### config.mk
export PLATFORM = sky130hd
export DESIGN_NAME = seq_1101_tx
export DESIGN_NICKNAME = d
export VERILOG_FILES = /design/src/rtl/seq_1101_tx.sv
export SDC_FILE = /design/constraint.sdc
export NUM_CORES = 1
export LEC_CHECK = 0
export ABC_AREA = 1
export BUFFER_PORTS_ARGS = -buffer_cell sky130_fd_sc_hd__buf_4
export CORE_MARGIN = 2
export CORE_UTILIZATION = 45
export DETAILED_ROUTE_END_ITERATION = 10
export PLACE_DENSITY = 0.69
export SLEW_MARGIN = 5
export SYNTH_ARGS = -nofsm -noshare
export SYNTH_HDL_FRONTEND = slang
export SYNTH_SLANG_ARGS = --single-unit
### constraint.sdc
create_clock -name clk -period 1.2 [get_ports clk]
set_clock_uncertainty 0.15 [all_clocks]
set_input_delay 0.18 -clock clk [delete_from_list [all_inputs] [get_ports clk]]
set_output_delay 0.18 -clock clk [all_outputs]
set_load 0.1 [all_outputs]
### src/rtl/seq_1101_tx.sv
// Serial frame transmitter: 4-bit preamble, DATA_W payload bits MSB first, optional
// even-parity bit (enabled by defining PARITY_EN), then one low STOP bit with a done pulse.
//
//   state | meaning
//   IDLE  | line low, ready for start
//   PRE   | shifting out the 4 preamble bits
//   DATA  | shifting out the captured payload, MSB first
//   PAR   | even parity of the payload (PARITY_EN builds only)
//   STOP  | line low for one cycle, done asserted
module seq_1101_tx #(
    parameter int unsigned DATA_W   = 8,
    parameter logic [3:0]  PREAMBLE = 4'b1101
) (
    input  logic              clk,
    input  logic              reset,
    input  logic              start,
    input  logic [DATA_W-1:0] data_in,
    output logic              ready,
    output logic              seq_out,
    output logic              busy,
    output logic              done,
    output logic [2:0]        crnt_state,
    output logic [2:0]        nxt_state
);

    localparam int unsigned CNT_W = $clog2(DATA_W + 1);
    localparam logic [CNT_W-1:0] LAST_BIT = CNT_W'(DATA_W - 1);

    localparam logic [2:0] S_IDLE = 3'b000;
    localparam logic [2:0] S_PRE  = 3'b001;
    localparam logic [2:0] S_DATA = 3'b010;
`ifdef PARITY_EN
    localparam logic [2:0] S_PAR  = 3'b011;
`endif
    localparam logic [2:0] S_STOP = 3'b100;

    logic [2:0]        r_state;
    logic [DATA_W-1:0] r_shift;
    logic [CNT_W-1:0]  r_bit_cnt;
    logic [1:0]        r_pre_cnt;
    logic              r_seq_out;
    logic              r_done;
`ifdef PARITY_EN
    logic              r_parity;
`endif

    logic [2:0]        w_nxt_state;
    logic [DATA_W-1:0] w_nxt_shift;
    logic [1:0]        w_nxt_pre_cnt;
    logic              w_nxt_seq_out;
    logic              w_accept;

    assign w_accept = (r_state == S_IDLE) && start;

    // Reset folded in so the debug next-state always predicts the following state.
    always_comb begin
        w_nxt_state = S_IDLE;
        if (!reset) begin
            case (r_state)
                S_IDLE:  w_nxt_state = start ? S_PRE : S_IDLE;
                S_PRE:   w_nxt_state = (r_pre_cnt == 2'd3) ? S_DATA : S_PRE;
`ifdef PARITY_EN
                S_DATA:  w_nxt_state = (r_bit_cnt == LAST_BIT) ? S_PAR : S_DATA;
                S_PAR:   w_nxt_state = S_STOP;
`else
                S_DATA:  w_nxt_state = (r_bit_cnt == LAST_BIT) ? S_STOP : S_DATA;
`endif
                S_STOP:  w_nxt_state = S_IDLE;
                default: w_nxt_state = S_IDLE;
            endcase
        end
    end

    always_comb begin
        w_nxt_shift = r_shift;
        if (w_accept) begin
            w_nxt_shift = data_in;
        end else if (r_state == S_DATA) begin
            w_nxt_shift = r_shift << 1;
        end
    end

    assign w_nxt_pre_cnt = (r_state == S_PRE) ? r_pre_cnt + 2'd1 : 2'd0;

    // The line is registered, so it is computed from where the FSM is headed.
    always_comb begin
        w_nxt_seq_out = 1'b0;
        case (w_nxt_state)
            S_PRE:   w_nxt_seq_out = PREAMBLE[2'd3 - w_nxt_pre_cnt];
            S_DATA:  w_nxt_seq_out = w_nxt_shift[DATA_W-1];
`ifdef PARITY_EN
            S_PAR:   w_nxt_seq_out = r_parity;
`endif
            default: w_nxt_seq_out = 1'b0;
        endcase
    end

    always_ff @(posedge clk) begin
        if (reset) begin
            r_state   <= S_IDLE;
            r_shift   <= '0;
            r_bit_cnt <= '0;
            r_pre_cnt <= 2'd0;
            r_seq_out <= 1'b0;
            r_done    <= 1'b0;
        end else begin
            r_state   <= w_nxt_state;
            r_shift   <= w_nxt_shift;
            r_pre_cnt <= w_nxt_pre_cnt;
            r_seq_out <= w_nxt_seq_out;
            r_done    <= (w_nxt_state == S_STOP);
            if (w_accept) begin
                r_bit_cnt <= '0;
            end else if (r_state == S_DATA) begin
                r_bit_cnt <= r_bit_cnt + CNT_W'(1);
            end
        end
    end

`ifdef PARITY_EN
    always_ff @(posedge clk) begin
        if (reset) begin
            r_parity <= 1'b0;
        end else if (w_accept) begin
            r_parity <= ^data_in;
        end
    end
`endif

    assign ready      = (r_state == S_IDLE);
    assign busy       = ~ready;
    assign seq_out    = r_seq_out;
    assign done       = r_done;
    assign crnt_state = r_state;
    assign nxt_state  = w_nxt_state;

endmodule
==> impl_metrics.env <==
export IMPL_status="finished with violations"
export IMPL_violations="setup timing"
export IMPL_drt_wirelength_per_cell_um=24.39
export IMPL_criticalPathCategory="flip-flop to output pin"
export IMPL_whs_path_depth=5
export IMPL_drive_gt1_frac=0.5595
export IMPL_cp_top_family="simple AND/OR/NAND/NOR gates"
export IMPL_h_tree_depth=1
export IMPL_gp_congestion=0.8226
export IMPL_layout_commonest_cell="buf_4"
export IMPL_fp_dieH_um=47.90
export IMPL_cp_max_fo=4
export IMPL_hpwl_mm=1.560
export IMPL_cts_tree="done"
export IMPL_synth_main_ff_cell="dfxtp_1"
export IMPL_grt_max_degree=12
export IMPL_clockBufferDepth=2
export IMPL_min_period_over_period=1.593
export IMPL_fmax_ghz=0.5230
export IMPL_portBuffers=20
export IMPL_num_rows=15
export IMPL_async_flop_share=0
export IMPL_yosysSeqAreaShare=0.4387
export IMPL_die_area_sq_um=2294
export IMPL_syn_area_per_cell_sq_um=7.540
export IMPL_ys_seq_elements=19
export IMPL_hold_viol=0
export IMPL_min_delay_path_class="input pin to flip-flop"
export IMPL_worst_slack_ns=-0.7121
export IMPL_worst_pin_slew_ns=0.2535
export IMPL_setup_viol_count_final=27
export IMPL_start_util=0.4915
export IMPL_cts_sinks=19
export IMPL_ys_types=23
export IMPL_min_period_ns=1.912
export IMPL_wirelength_mm=4.707
export IMPL_power_density_nw_per_um2=887.1
export IMPL_grt_pass1_wl_mm=4.091
export IMPL_vias_per_cell=6.358
export IMPL_ir_drop_v=0.0007709
export IMPL_synth_edff_count=0
export IMPL_critical_path_most_common_cell="nor2_4"
export IMPL_grt_ovfl_total=0
export IMPL_syn_cell_area_sq_um=867.1
export IMPL_rsz0062_at_grt="yes"
export IMPL_numCtsBuffers=3
export IMPL_maxCapViolCount=0
export IMPL_cts_root_buf="clkbuf_4"
export IMPL_fin_nets=182
export IMPL_vias=1227
export IMPL_crit_cells=6
export IMPL_grt_use_total=0.2659
export IMPL_timing_critical_path_required_ns=0.87
export IMPL_path_buf_inv=2
export IMPL_layout_common_cells="buf_4, nand2_1, nand3_1, dfxtp_1"
export IMPL_crit_path_max_incr_delay_ns=0.37
export IMPL_grt_pass1_vias=916
export IMPL_antenna_found_initial=0
export IMPL_drc_errors=0
export IMPL_clock_latency_ns=0.32
export IMPL_ios=21
export IMPL_ys_warn_count=0
export IMPL_start_kind="flip-flop"
export IMPL_first_pass_iters=7
export IMPL_clk_pin_slew_worst_paths_ns=0.13
export IMPL_crit_chain="nor2_4, nand2_2, o21ai_2, inv_2, nor2_4, buf_12"
export IMPL_maxSlewViolCount=0
export IMPL_final_antenna_net_count=0
export IMPL_drtIter0Drc=108
export IMPL_fillers=41
export IMPL_core_sq_um=1764
export IMPL_synth_area_leader_cell="dfxtp_1"
export IMPL_relSlewSlack=0.8303
export IMPL_dpl_worst_slack_ns=-0.4092
export IMPL_syn_inst=115
export IMPL_holdWs_ns=0.04215
export IMPL_syn_to_final_growth_pct=94.95
export IMPL_antenna_cells=0
export IMPL_ys_top_cells_by_area="dfxtp_1, nand2_1, nand3_1"
export IMPL_arrival_ns=1.58
export IMPL_synth_top_area_frac=0.4387
export IMPL_die_width_um=47.90
export IMPL_critical_path_endpoint_type="output pin"
export IMPL_synthesis_nets=128
export IMPL_reg2regPathDepth=11
export IMPL_leakage_nw=0.7437
export IMPL_crit_slowest_cell="dfxtp_4"
export IMPL_fin_util=0.9582
-- flip-flops by register name, summed over array words and instances, names as in the netlist --
| register | count |
|---|---|
| seq_out | 1 |
| r_pre_cnt | 2 |
| crnt_state | 3 |
| r_bit_cnt | 4 |
| done | 1 |
| r_shift | 8 |
-- worst paths after layout --
path	to	slack (ns)	startpoint
worst max-delay path	nxt_state[0]	-0.71	crnt_state[1]
worst min-delay path	r_shift[3]	0.04	data_in[3]
worst max register to register	r_shift[5]	-0.62	crnt_state[2]
worst min register to register	r_shift[0]	0.37	r_shift[0]
-- synth_stat cells (2+ instances only) --
cell and count:
nand2_1 29, a21oi_1 5, nor3_1 4, dfxtp_1 19, inv_1 11, xor2_1 2, nand2_2 3, nor2_1 5
nand3_1 21, ha_1 2, nor2_2 2
-- stage by stage --
step	instance area [sq um]	total power [mW]	setup TNS, ns	instances
finish	1690	1.499	-9.559	193
global route	1690	1.528	-10.63	193
CTS	1544	1.391	-5.131	189
detailed placement	1296	1.004	-3.077	180
global placement	1296	0.9993	-2.787	180
floorplan	945.9	0.8955	-6.458	115
-- tightest hold or removal path, stage by stage --
cell and delay [ns]:
buf_4 0.08, nand3_1 0.06, nand3_1 0.07, nand2_1 0.06, inv_1 0.04
-- routing by layer --
layer / vias up / share of wire / GRT usage
met5: - / 0 / 0
met4: 0 / 0.10 / 0.1351
met3: 54 / 0.10 / 0.03774
met2: 137 / 0.47 / 0.4720
met1: 557 / 0.32 / 0.3068
li1: 479 / - / -
-- cells by family (layout without fill, tap and decap cells) --
| logic type | count (synthesis) | in the layout | synth area share |
|---|---|---|---|
| AND/OR/NAND/NOR | 69 | 69 | 0.3882 |
| XOR/XNOR | 2 | 2 | 0.02021 |
| AO/OA/AOI/OAI | 8 | 8 | 0.05483 |
| buffers and inverters | 15 | 68 | 0.06926 |
| adder cells (fa/ha/maj) | 2 | 2 | 0.02886 |
| flip-flops | 19 | 19 | 0.4387 |
-- cell type report --
cell class	count	area [sq um]	area share
Tap cell	25	31.28	0.01850
Clock buffer	3	22.52	0.01332
Multi-Input combinational cell	81	608.1	0.3597
Inverter	13	63.81	0.03775
Timing Repair Buffer	51	563.0	0.3331
Clock inverter	1	5.005	0.002961
Sequential cell	19	396.6	0.2346
-- power breakdown --
group	switching, mW	internal (mW)	total, mW
registers	0.0259	0.652	0.678
clock network	0.227	0.125	0.352
logic	0.288	0.182	0.470
-- timing repair --
item	4_1_cts	5_1_grt
buffers inserted	5	4
pin swaps	7	9
resized for setup	43	29
hold endpoints to repair	1	0
hold buffers	1	0
cloned	0	1
endpoints found under the setup margin	26	29
No activity file was read; power rests on OpenSTA's default activity.
